<file path="config.mk">
export PLATFORM = sky130hd
export DESIGN_NAME = lcd_host
export DESIGN_NICKNAME = d
export VERILOG_FILES = /design/src/rtl/lcd_host.sv
export SDC_FILE = /design/constraint.sdc
export NUM_CORES = 1
export LEC_CHECK = 0
export CAP_MARGIN = 30
export CELL_PAD_IN_SITES_DETAIL_PLACEMENT = 1
export CELL_PAD_IN_SITES_GLOBAL_PLACEMENT = 2
export CORE_MARGIN = 4
export CORE_UTILIZATION = 49
export DETAILED_ROUTE_END_ITERATION = 8
export PLACE_DENSITY = 0.84
export SYNTH_ARGS = -nofsm -noshare
export SYNTH_HDL_FRONTEND = slang
export SYNTH_SLANG_ARGS = --single-unit
</file>
<file path="constraint.sdc">
create_clock -name clk -period 6.76 [get_ports clk]
set_input_delay 1.69 -clock clk [delete_from_list [all_inputs] [get_ports clk]]
set_output_delay 1.69 -clock clk [all_outputs]
set_load 0.01 [all_outputs]
</file>
<file path="src/rtl/lcd_host.sv">
// LCD host: image buffer with ROM responder, command FIFO, frame sequencer and result capture.
// Optional watchdog is built only when LCD_HOST_TIMEOUT_EN is defined.
module lcd_host #(
  parameter int FIFO_DEPTH = 8,
  parameter int TIMEOUT    = 256
) (
  input  logic        clk,
  input  logic        reset,
  input  logic        img_we,
  input  logic [5:0]  img_addr,
  input  logic [7:0]  img_data,
  input  logic [3:0]  cmd_in,
  input  logic        cmd_in_valid,
  output logic        cmd_in_ready,
  output logic [3:0]  cmd,
  output logic        cmd_valid,
  input  logic        busy,
  input  logic        done,
  input  logic        IROM_rd,
  input  logic [5:0]  IROM_A,
  output logic [7:0]  IROM_Q,
  input  logic        IRAM_valid,
  input  logic [5:0]  IRAM_A,
  input  logic [7:0]  IRAM_D,
  input  logic [5:0]  res_addr,
  output logic [7:0]  res_data,
  output logic        frame_done,
  output logic [13:0] checksum,
  output logic [6:0]  wr_count,
  output logic        err,
  output logic        bad_cmd,
  output logic        timeout
);

  localparam int AW = $clog2(FIFO_DEPTH);

  generate
    if (FIFO_DEPTH < 2 || (FIFO_DEPTH & (FIFO_DEPTH - 1)) != 0) begin : g_bad_depth
      $error("lcd_host: FIFO_DEPTH must be a power of two, at least 2");
    end
    if (TIMEOUT < 2) begin : g_bad_timeout
      $error("lcd_host: TIMEOUT must be at least 2");
    end
  endgenerate

  typedef enum logic [1:0] {LOAD, ISSUE, DRAIN, REPORT} state_t;

  state_t state, state_next;

  logic [7:0] image  [64];
  logic [7:0] result [64];

  logic [3:0]    fifo_mem [FIFO_DEPTH];
  logic [AW-1:0] wr_ptr, rd_ptr;
  logic [AW:0]   fifo_count;
  logic          fifo_full, fifo_empty, push, pop;
  logic [3:0]    head;

  logic          capture, beat, tmo_hit;
  logic [13:0]   acc, acc_next;
  logic [6:0]    cnt, cnt_next;

  // Buffers keep their contents across reset; reset only blocks writes while asserted.
  always_ff @(posedge clk) begin
    if (reset && img_we) image[img_addr] <= img_data;
  end

  always_ff @(posedge clk) begin
    if (reset && IRAM_valid) result[IRAM_A] <= IRAM_D;
  end

  assign IROM_Q   = IROM_rd ? image[IROM_A] : 8'h00;
  assign res_data = result[res_addr];

  assign fifo_full    = (fifo_count == (AW+1)'(FIFO_DEPTH));
  assign fifo_empty   = (fifo_count == '0);
  assign cmd_in_ready = reset && !fifo_full;
  assign push         = cmd_in_valid && cmd_in_ready && (cmd_in <= 4'd11);
  assign pop          = cmd_valid;
  assign head         = fifo_mem[rd_ptr];

  always_ff @(posedge clk) begin
    if (push) fifo_mem[wr_ptr] <= cmd_in;
  end

  // Full blocks a push even when the same cycle pops, so count never needs a bypass.
  always_ff @(posedge clk) begin
    if (!reset) begin
      wr_ptr     <= '0;
      rd_ptr     <= '0;
      fifo_count <= '0;
    end else begin
      if (push) wr_ptr <= wr_ptr + AW'(1);
      if (pop)  rd_ptr <= rd_ptr + AW'(1);
      fifo_count <= fifo_count + (AW+1)'(push) - (AW+1)'(pop);
    end
  end

  always_ff @(posedge clk) begin
    if (!reset) state <= LOAD;
    else        state <= state_next;
  end

  always_comb begin
    state_next = state;
    case (state)
      LOAD:    if (!busy) state_next = ISSUE;
      ISSUE:   if (cmd_valid && head == 4'd0) state_next = DRAIN;
      DRAIN:   if (done) state_next = REPORT;
      REPORT:  state_next = LOAD;
      default: state_next = LOAD;
    endcase
    if (tmo_hit) state_next = LOAD;
  end

  // The LCD decodes cmd==0 even without cmd_valid, so idle cmd is parked at 4'hF.
  always_comb begin
    cmd_valid = 1'b0;
    cmd       = 4'hF;
    capture   = (state == DRAIN) || (state == REPORT);
    if (reset && state == ISSUE && !busy && !fifo_empty) begin
      cmd_valid = 1'b1;
      cmd       = head;
    end
  end

  assign beat = IRAM_valid && capture;

  always_comb begin
    acc_next = acc;
    cnt_next = cnt;
    if (beat) begin
      acc_next = acc + 14'(IRAM_D);
      if (cnt != 7'd127) cnt_next = cnt + 7'd1;
    end
  end

  // REPORT folds in a beat arriving with done before latching the frame statistics.
  always_ff @(posedge clk) begin
    if (!reset) begin
      acc        <= '0;
      cnt        <= '0;
      checksum   <= '0;
      wr_count   <= '0;
      frame_done <= 1'b0;
      err        <= 1'b0;
      bad_cmd    <= 1'b0;
    end else begin
      frame_done <= (state == REPORT);
      bad_cmd    <= cmd_in_valid && (cmd_in > 4'd11);
      if (state == REPORT) begin
        checksum <= acc_next;
        wr_count <= cnt_next;
        acc      <= '0;
        cnt      <= '0;
        if (cnt_next != 7'd64) err <= 1'b1;
      end else if (tmo_hit) begin
        acc <= '0;
        cnt <= '0;
      end else if (state == DRAIN) begin
        acc <= acc_next;
        cnt <= cnt_next;
      end
      if (IRAM_valid && !capture) err <= 1'b1;
      if (done && state != DRAIN) err <= 1'b1;
    end
  end

`ifdef LCD_HOST_TIMEOUT_EN
  localparam int TW = $clog2(TIMEOUT + 1);

  logic [TW-1:0] tmo_cnt;
  logic          timeout_q;

  assign tmo_hit = ((state == LOAD) || (state == DRAIN)) && (tmo_cnt == TW'(TIMEOUT - 1));
  assign timeout = timeout_q;

  // Watchdog only ages the states that wait on the LCD; any state change restarts it.
  always_ff @(posedge clk) begin
    if (!reset) begin
      tmo_cnt   <= '0;
      timeout_q <= 1'b0;
    end else begin
      if (tmo_hit || state_next != state) tmo_cnt <= '0;
      else if (state == LOAD || state == DRAIN) tmo_cnt <= tmo_cnt + TW'(1);
      if (tmo_hit) timeout_q <= 1'b1;
    end
  end
`else
  assign tmo_hit = 1'b0;
  assign timeout = 1'b0;
`endif

endmodule

</file>
==> metrics.md, run 1 <==
| Metric | Value |
|---|---|
| Max-Cap Viols | 0 |
| Fmax | 153 MHz |
| Req. time, crit path | 5.07 ns |
| CTS Hold Buffers Added | 0 |
| Die ar. | 0.0948 mm² |
| Synth warnings | 0 |
| Hold Path Class | register to register |
| Filler instances | 7604 |
| Count of different cell masters after synthesis | 60 |
| Cells along the critical path | clkdlybuf4s50_1, nor2b_1, nand2_1, o221ai_1, a31oi_1, o21ai_0, o311ai_1, clkdlybuf4s50_1 |
| CTS clk-pin slew, worst paths | 0.06 ns |
| Hold Vio Cnt, Final | 0 |
| Clock period minus worst slack | 6.54 ns |
| CTS buffer count | 111 |
| Initial core utilization | 0.496 |
| H-tree levels | 3 |
| Critical path's slowest cell | nor2b_1 |
| WL/cell | 29.7 µm |
| Routed Antenna Nets | 0 |
| Die width | 308 µm |
| RSZ-0062 raised after global routing | no |
| Post-Syn Instances | 2174 |
| Dpl cells | 3371 |
| Final setup viols | 0 |
| Antenna violations before repair | 0 |
| IO Count | 99 |
| Startpoint Class | input pin |
| CTS tree | done |
| CP peak stage delay | 0.82 ns |
| Setup TNS Final | 0 ns |
| Ant. Diodes | 0 |
| Final GP Congestion | 0.800 |
| Crit Path Category | input pin to output port |
| Synth Net Count | 2250 |
| Via count | 21825 |
| Power per standard cell area | 293 mW/mm² |
| Largest net degree at the start of global routing | 66 |
| DP Area | 0.0465 mm² |
| Worst slew pin tran | 0.995 ns |
| Syn Area/Cell | 20.3 µm² |
| Vias per inst | 6.09 |
| Largest fanout on the critical path | 11 |
| Overall Global Routing Usage | 0.229 |
| Number of synthesized flops with an enable pin | 1056 |
| Pwr Total | 14.7 mW |
| Clk sink count | 1116 |
| Setup bufs post-CTS | 0 |
| Root buf cell | clkbuf_16 |
| Synth Register Bits | 1116 |
| Worst VDD drop | 0.000233 V |
| Post_cts resized | 0 |
| Cell Count, Final, Fillers Out | 3581 |
| CTS Buffer Depth | 3 |
| Overflow after GRT | 0 |
| Top cells by count, synth | edfxtp_1, mux4_2, nor2_1, clkbuf_1, nand2_1 |
| Cell area after layout | 0.0500 mm² |
| Share of layout cells above drive strength 1 | 0.231 |
| Final HPWL from detailed placement | 68000 µm |
| Top delay family on crit path | buffers and inverters |
| Skew final | 0.0429 ns |
| Drt pass-1 iters | 5 |
| First-pass GRT wire length | 159000 µm |
| Vias in the first global route | 23783 |
| CORE AREA | 0.0888 mm² |
| Period utilisation layout | 0.967 |
| Die span in y | 308 µm |
| Worst EP arrival | 4.85 ns |
| Port-buffer cells | 97 |
| Count leader, synth | edfxtp_1 |
| Status | complete, no violations |
| Relative slew margins | 0.334 |
| Area grow syn2layout | 13.5% |
| Slew Viols, Final | 0 |
| Critical path buffers and inverters | 2 |
| Synth top area cells | edfxtp_1, mux4_2, dfxtp_1 |
| Asr flop ratio synth | 0 |
| Crit. End Element | output port |
| Detailed Route WL | 106000 µm |
| # DRC | 0 |
| Area leader, netlist | edfxtp_1 |
| Clock latency on the worst-skew pair | 0.70 ns |
| Sequential area share after synthesis | 0.747 |
| Netlist Area Pre-Place | 0.0441 mm² |
| Initial DRC count | 2264 |
| Cell leakage power | 15.5 nW |
| Top-area cell type share of the netlist area | 0.720 |
| Site Rows | 109 |
| Nets@finish | 2398 |
| Top FF cell, synth | edfxtp_1 |
| Most Frequent Cell on Critical Path | clkdlybuf4s50_1 |
==> per-stage QoR <==
stage / hold WS [ns] / utilization / setup WS, ns
after global routing: 0.513 / 0.563 / 0.129
after CTS: 0.490 / 0.563 / 0.282
final: 0.491 / 0.563 / 0.220
after floorplan: 0.452 / - / 1.62
after detailed placement: 0.482 / 0.523 / 0.290
after global placement: 0.463 / 0.522 / 0.371
==> power by group <==
part	internal [mW]	switching (mW)
registers	7.63	0.0446
clock network	3.37	2.61
logic	0.422	0.596
==> path summary, 6_finish.rpt <==
kind                         to          start  slack (ns)  cells after the start
setup reg to reg  fifo_count[2]  fifo_count[2]        3.88                     10
hold / removal           acc[3]         acc[3]        0.49                      2
setup / recovery      IROM_Q[4]      IROM_A[3]        0.22                      8
hold reg to reg          acc[3]         acc[3]        0.49                      2
==> cell families (layout without fill, tap and decap cells) <==
kind of cell | count (synthesis) | after routing | share of synthesized area
multiplexers | 344 | 344 | 0.166
XOR/XNOR | 25 | 25 | 0.00497
other | 1 | 1 | 0.0000851
adder cells (fa/ha/maj) | 24 | 24 | 0.00716
AO/OA/AOI/OAI | 150 | 150 | 0.0228
AND/OR/NAND/NOR | 374 | 374 | 0.0387
buffers and inverters | 140 | 382 | 0.0137
flip-flops | 1116 | 1116 | 0.747
==> tightest hold or removal path: stages, from the launching register on <==
cell and delay (ns):
dfxtp_1 0.33, nand2_1 0.06, a21oi_1 0.06
==> cell type report <==
| type | count | area, µm² | share of cell area |
|---|---|---|---|
| clock inverters | 68 | 568 | 0.0114 |
| inverters | 16 | 60.1 | 0.00120 |
| well taps | 1165 | 1460 | 0.0291 |
| clock buffers | 139 | 2960 | 0.0591 |
| repair buffers | 159 | 1520 | 0.0305 |
| multi-input cells | 918 | 10500 | 0.211 |
| flip-flops and latches | 1116 | 32900 | 0.658 |
==> flip-flops by register name, indices dropped and copies added (netlist names), named ones only <==
register / count
image: 512
fifo_mem: 32
frame_done: 1
state: 2
fifo_count: 4
rd_ptr: 3
cnt: 7
err: 1
wr_ptr: 3
result: 512
acc: 14
bad_cmd: 1
checksum: 14
wr_count: 7
==> placed cells by master (no fill, tap or decap), types with 7 or more instances in the layout <==
master and instances:
nor2b_1 13, dfxtp_1 60, clkinv_1 32, nand2_1 71, buf_12 14, nor3_1 11
mux2i_1 30, clkdlybuf4s50_1 75, clkinv_2 16, a31oi_1 10, o221ai_1 7, nand3b_1 10
ha_1 22, nor2_1 183, edfxtp_1 1056, a21oi_1 27, a221oi_1 9, clkbuf_1 24
buf_2 18, xnor2_1 12, or3_1 15, nand2b_1 10, inv_1 15, mux2_2 7
o21ai_0 24, buf_4 50, o22ai_1 19, nand3_1 25, xor2_1 13, a211oi_1 17
mux4_2 307, clkbuf_16 114, bufinv_16 7
==> metal layers <==
layer  part of all wire  track usage  up-vias
met4              0.027       0.0679        0
met5                  0            0        -
met3              0.074       0.0529      160
met1               0.39        0.306    11567
met2               0.50        0.381      842
li1                   -            -     9256
(Power assumes the default switching activity.)
==> run 2, diff against run 1 <==
==> constraint.sdc (replaced) <==
create_clock -name clk -period 7.6 [get_ports clk]
set_input_delay 1.9 -clock clk [delete_from_list [all_inputs] [get_ports clk]]
set_output_delay 1.9 -clock clk [all_outputs]
set_load 0.01 [all_outputs]
==> metrics.md, run 2 (synthesized netlist as in run 1, its figures left out) <==
| Metric | Value |
|---|---|
| Slew Viols, Final | 0 |
| Cell leakage power | 15.7 nW |
| Worst Hold Launch | wr_count[1] |
| Routed Antenna Nets | 0 |
| Final HPWL from detailed placement | 67000 µm |
| Max-Cap Viols | 0 |
| First-pass GRT wire length | 159000 µm |
| Internal power | 10.5 mW |
| Initial DRC count | 2103 |
| Share of layout cells above drive strength 1 | 0.234 |
| Vias per inst | 6.18 |
| Commonest non-fill, non-tap cell in the layout | edfxtp_1 |
| Die width | 308 µm |
| Clock power share | 0.421 |
| Worst Hold End | wr_count[1] |
| Switching Power | 2.87 mW |
| Root buf cell | clkbuf_16 |
| Die ar. | 0.0948 mm² |
| Fmax | 148 MHz |
| Period utilisation layout | 0.887 |
| Startpoint Class | input pin |
| Hold Path Class | register to register |
| RSZ-0062 raised after global routing | no |
| # DRC | 0 |
| Overall Global Routing Usage | 0.227 |
| Post_cts resized | 0 |
| Overflow after GRT | 0 |
| Top Registers | image: 512 flops, result: 512 flops, fifo_mem: 32 flops |
| Worst VDD drop | 0.000253 V |
| WL/cell | 29.5 µm |
| Dpl cells | 3375 |
| Reg2Reg Launch Point | fifo_count[2] |
| Ant. Diodes | 0 |
| Cells along the critical path | clkbuf_8, buf_4, mux4_2, mux2i_1, a221oi_1, a22oi_1, o21ai_1, clkdlybuf4s50_1 |
| Seq pwr share | 0.511 |
| CTS Hold Buffers Added | 0 |
| Crit. End Element | output port |
| IO Count | 99 |
| Final setup viols | 0 |
| CTS buffer count | 113 |
| Initial core utilization | 0.496 |
| Clk sink count | 1116 |
| Die span in y | 308 µm |
| Most frequent cells in the layout | edfxtp_1, mux4_2, nor2_1, clkbuf_16, clkdlybuf4s50_1 |
| Combinational Power Share | 0.068 |
| Capturing point of the worst reg2reg path | fifo_count[2] |
| Clock period minus worst slack | 6.74 ns |
| Relative slew margins | 0.288 |
| Setup bufs post-CTS | 0 |
| Req. time, crit path | 5.70 ns |
| CTS tree | done |
| Skew final | 0.0273 ns |
| Clock latency on the worst-skew pair | 0.68 ns |
| Worst slew pin tran | 1.06 ns |
| Reg2reg path depth | 10 |
| Largest fanout on the critical path | 44 |
| Final GP Congestion | 0.792 |
| Vias in the first global route | 23759 |
| Power per standard cell area | 266 mW/mm² |
| H-tree levels | 3 |
| CTS Buffer Depth | 3 |
| Filler instances | 7552 |
| Crit Path Category | input pin to output port |
| Drt pass-1 iters | 7 |
| Via count | 22159 |
| CORE AREA | 0.0888 mm² |
| Cell Count, Final, Fillers Out | 3584 |
| Area grow syn2layout | 14.0% |
| Status | complete, no violations |
| Seq. cell area | 0.0329 mm² |
| CP peak stage delay | 0.53 ns |
| Nets@finish | 2403 |
| Detailed Route WL | 106000 µm |
| Antenna violations before repair | 1 |
| CTS clk-pin slew, worst paths | 0.06 ns |
| Switching share of power | 0.215 |
| Port-buffer cells | 97 |
| Site Rows | 109 |
| Hold Vio Cnt, Final | 0 |
| Flop2flop setup slack | 4.61 ns |
| Hold path depth | 2 |
| Largest net degree at the start of global routing | 67 |
| Setup TNS Final | 0 ns |
| Critical path's slowest cell | clkdlybuf4s50_1 |
| Multi-input logic area | 0.0105 mm² |
| Worst EP arrival | 4.84 ns |
| Pwr Total | 13.3 mW |
==> run 2: how the worst max path moves through the flow <==
stage                 from           to  slack (ns)  depth (start not counted)
2_1_floorplan  res_addr[0]  res_data[1]        2.04                          6
3_3_place_gp     IROM_A[3]    IROM_Q[4]        0.89                          9
3_5_place_dp     IROM_A[0]    IROM_Q[7]        0.83                          8
4_1_cts          IROM_A[0]    IROM_Q[7]        0.80                          8
5_1_grt          IROM_A[0]    IROM_Q[6]        0.64                          8
6_report         IROM_A[0]    IROM_Q[7]        0.86                          8
==> run 2: critical path: cells and delay by family <==
family	cells	cell delay, ns
buffers and inverters	3	1.34
AO/OA/AOI/OAI	3	0.68
multiplexers	2	0.91
==> run 2: power by group through the flow <==
| stage | Clock, mW | Combinational, mW | Sequential, mW |
|---|---|---|---|
| 6_report | 5.61 | 0.906 | 6.82 |
| 5_1_grt | 6.01 | 0.977 | 6.83 |
| 4_1_cts | 5.71 | 0.917 | 6.82 |
| 3_5_place_dp | 0 | 0.911 | 6.95 |
| 3_3_place_gp | 0 | 0.866 | 6.95 |
| 2_1_floorplan | 0 | 0.513 | 6.95 |
==> run 2: routing by layer <==
layer	wire length [µm]	track usage
met3	7280	0.0457
met1	41300	0.304
met4	3740	0.0760
met5	13	0
met2	53400	0.378
==> run 2: area by class of cell <==
class | count | share of cell area
Clock buffer | 143 | 0.0602
Tap cell | 1165 | 0.0290
Sequential cell | 1116 | 0.655
Multi-Input combinational cell | 918 | 0.210
Inverter | 16 | 0.00120
Timing Repair Buffer | 162 | 0.0304
Clock inverter | 64 | 0.0143
==> run 2: per-stage QoR <==
stage	setup WS, ns	hold WS [ns]	cell area, µm²	utilization
global placement	0.886	0.466	46300	0.522
detailed placement	0.828	0.454	46500	0.524
global route	0.640	0.495	50200	0.566
floorplan	2.04	0.452	44100	-
finish	0.858	0.462	50200	0.566
CTS	0.802	0.469	50200	0.566
==> run 3, diff against run 2 <==
--- a/config.mk
+++ b/config.mk
@@ -5,11 +5,12 @@
 export SDC_FILE = /design/constraint.sdc
 export NUM_CORES = 1
 export LEC_CHECK = 0
-export CAP_MARGIN = 30
+export CAP_MARGIN = 15
 export CELL_PAD_IN_SITES_DETAIL_PLACEMENT = 1
 export CELL_PAD_IN_SITES_GLOBAL_PLACEMENT = 2
 export CORE_MARGIN = 4
 export CORE_UTILIZATION = 49
+export CTS_CLUSTER_SIZE = 16
 export DETAILED_ROUTE_END_ITERATION = 8
 export PLACE_DENSITY = 0.84
 export SYNTH_ARGS = -nofsm -noshare
==> metrics.md, run 3 (synthesized netlist as in run 1, its figures left out) <==
| Metric | Value |
|---|---|
| Seq. cell area | 0.0329 mm² |
| Crit. End Element | output port |
| Startpoint Class | input pin |
| Routed Antenna Nets | 0 |
| Area grow syn2layout | 13.8% |
| Final setup viols | 0 |
| CTS tree | done |
| # DRC | 0 |
| WL/cell | 29.9 µm |
| Commonest non-fill, non-tap cell in the layout | edfxtp_1 |
| CTS buffer count | 111 |
| Worst EP arrival | 4.93 ns |
| Stages on the worst setup path | 8 |
| Root buf cell | clkbuf_16 |
| CTS Buffer Depth | 3 |
| Crit Path Category | input pin to output port |
| Clock latency on the worst-skew pair | 0.69 ns |
| Critical path buffers and inverters | 3 |
| Vias in the first global route | 23685 |
| Share of layout cells above drive strength 1 | 0.235 |
| IO Count | 99 |
| Place WS | 0.853 ns |
| CTS Hold Buffers Added | 0 |
| Critical path's slowest cell | a221oi_1 |
| Initial core utilization | 0.496 |
| Initial DRC count | 2193 |
| Overflow after GRT | 0 |
| Die ar. | 0.0948 mm² |
| Detailed Route WL | 107000 µm |
| Clock period minus worst slack | 6.83 ns |
| Slew Viols, Final | 0 |
| Multi-input logic area | 0.0105 mm² |
| Nets@finish | 2395 |
| Antenna violations before repair | 1 |
| Reg2reg path depth | 10 |
| RSZ-0062 raised after global routing | no |
| Max-Cap Viols | 0 |
| Cells along the critical path | clkbuf_8, buf_4, mux4_2, mux2i_1, a221oi_1, a22oi_1, o21ai_1, clkdlybuf4s50_1 |
| Reg2Reg Launch Point | fifo_count[2] |
| Top Registers | image: 512 flops, result: 512 flops, fifo_mem: 32 flops |
| Ant. Diodes | 0 |
| Drt pass-1 iters | 6 |
| Worst slew pin tran | 1.13 ns |
| Largest fanout on the critical path | 44 |
| Final core utilization | 0.565 |
| Hold Vio Cnt, Final | 0 |
| Power per standard cell area | 265 mW/mm² |
| CP peak stage delay | 0.69 ns |
| CP startpoint | IROM_A[0] |
| Most frequent cells in the layout | edfxtp_1, mux4_2, nor2_1, clkbuf_16, clkdlybuf4s50_1 |
| Dpl cells | 3366 |
| Worst setup margin | 0.767 ns |
| Capturing point of the worst reg2reg path | fifo_count[2] |
| Die width | 308 µm |
| Final HPWL from detailed placement | 66200 µm |
| CORE AREA | 0.0888 mm² |
| Skew final | 0.0151 ns |
| Flop2flop setup slack | 4.59 ns |
| Cell Count, Final, Fillers Out | 3573 |
| Port-buffer cells | 97 |
| Clk sink count | 1116 |
| Worst hold slack | 0.479 ns |
| H-tree levels | 3 |
| Setup bufs post-CTS | 0 |
| Final GP Congestion | 0.792 |
| Fmax | 146 MHz |
| Setup TNS Final | 0 ns |
| Worst VDD drop | 0.000203 V |
| Req. time, crit path | 5.70 ns |
| Hold Path Class | register to register |
| Site Rows | 109 |
| CP endpoint | IROM_Q[7] |
| Post_cts resized | 0 |
| Filler instances | 7580 |
| Period utilisation layout | 0.899 |
| Vias per inst | 6.18 |
| First-pass GRT wire length | 160000 µm |
| Top delay family on crit path | buffers and inverters |
| Status | complete, no violations |
| Via count | 22094 |
| Relative slew margins | 0.246 |
| Largest net degree at the start of global routing | 67 |
| CTS clk-pin slew, worst paths | 0.06 ns |
| Overall Global Routing Usage | 0.230 |
| Die span in y | 308 µm |
| Cell leakage power | 15.6 nW |
[run 3: worst min path at each step]
stage / start / to / slack, ns / cells past startpoint
floorplan: acc[0] / acc[0] / 0.45 / 2
global placement: acc[4] / acc[4] / 0.47 / 2
detailed placement: wr_count[1] / wr_count[1] / 0.47 / 2
CTS: acc[0] / acc[0] / 0.48 / 2
global route: acc[0] / acc[0] / 0.50 / 2
finish: acc[0] / acc[0] / 0.48 / 2
[run 3: worst reg2reg max path, delay by kind of cell (launching register included)]
family          cells  cell delay, ns
buf+inv             3            0.41
xor+xnor            1            0.15
flops               1            0.31
compound gates      1            0.75
simple gates        1            0.05
fa+ha+maj           4            1.22
[run 3: layer usage]
metal	vias up	global-route usage	wire (µm)
met2	965	0.388	54500
met5	-	0	0
met4	0	0.0776	3530
met3	205	0.0441	7710
li1	9240	-	-
met1	11684	0.305	41100
[run 3: final cells by class]
type	count	area share
Sequential cell	1116	0.657
Multi-Input combinational cell	918	0.210
Clock buffer	135	0.0581
Timing Repair Buffer	156	0.0296
Tap cell	1165	0.0291
Clock inverter	67	0.0153
Inverter	16	0.00120
[run 3: per-stage QoR]
| stage | power [mW] | area (µm²) |
|---|---|---|
| 4_1_cts | 13.4 | 50000 |
| 5_1_grt | 13.7 | 50100 |
| 2_1_floorplan | 7.46 | 44100 |
| 6_report | 13.3 | 50100 |
| 3_3_place_gp | 7.82 | 46300 |
| 3_5_place_dp | 7.86 | 46300 |
[run 3: report_power, final]
| part | total [mW] | leakage [nW] | internal [mW] | switching, mW |
|---|---|---|---|---|
| Sequential | 6.82 | 9.98 | 6.78 | 0.0396 |
| Combinational | 0.910 | 3.84 | 0.377 | 0.533 |
| Clock | 5.56 | 1.80 | 3.24 | 2.32 |
| Total | 13.3 | 15.6 | 10.4 | 2.90 |
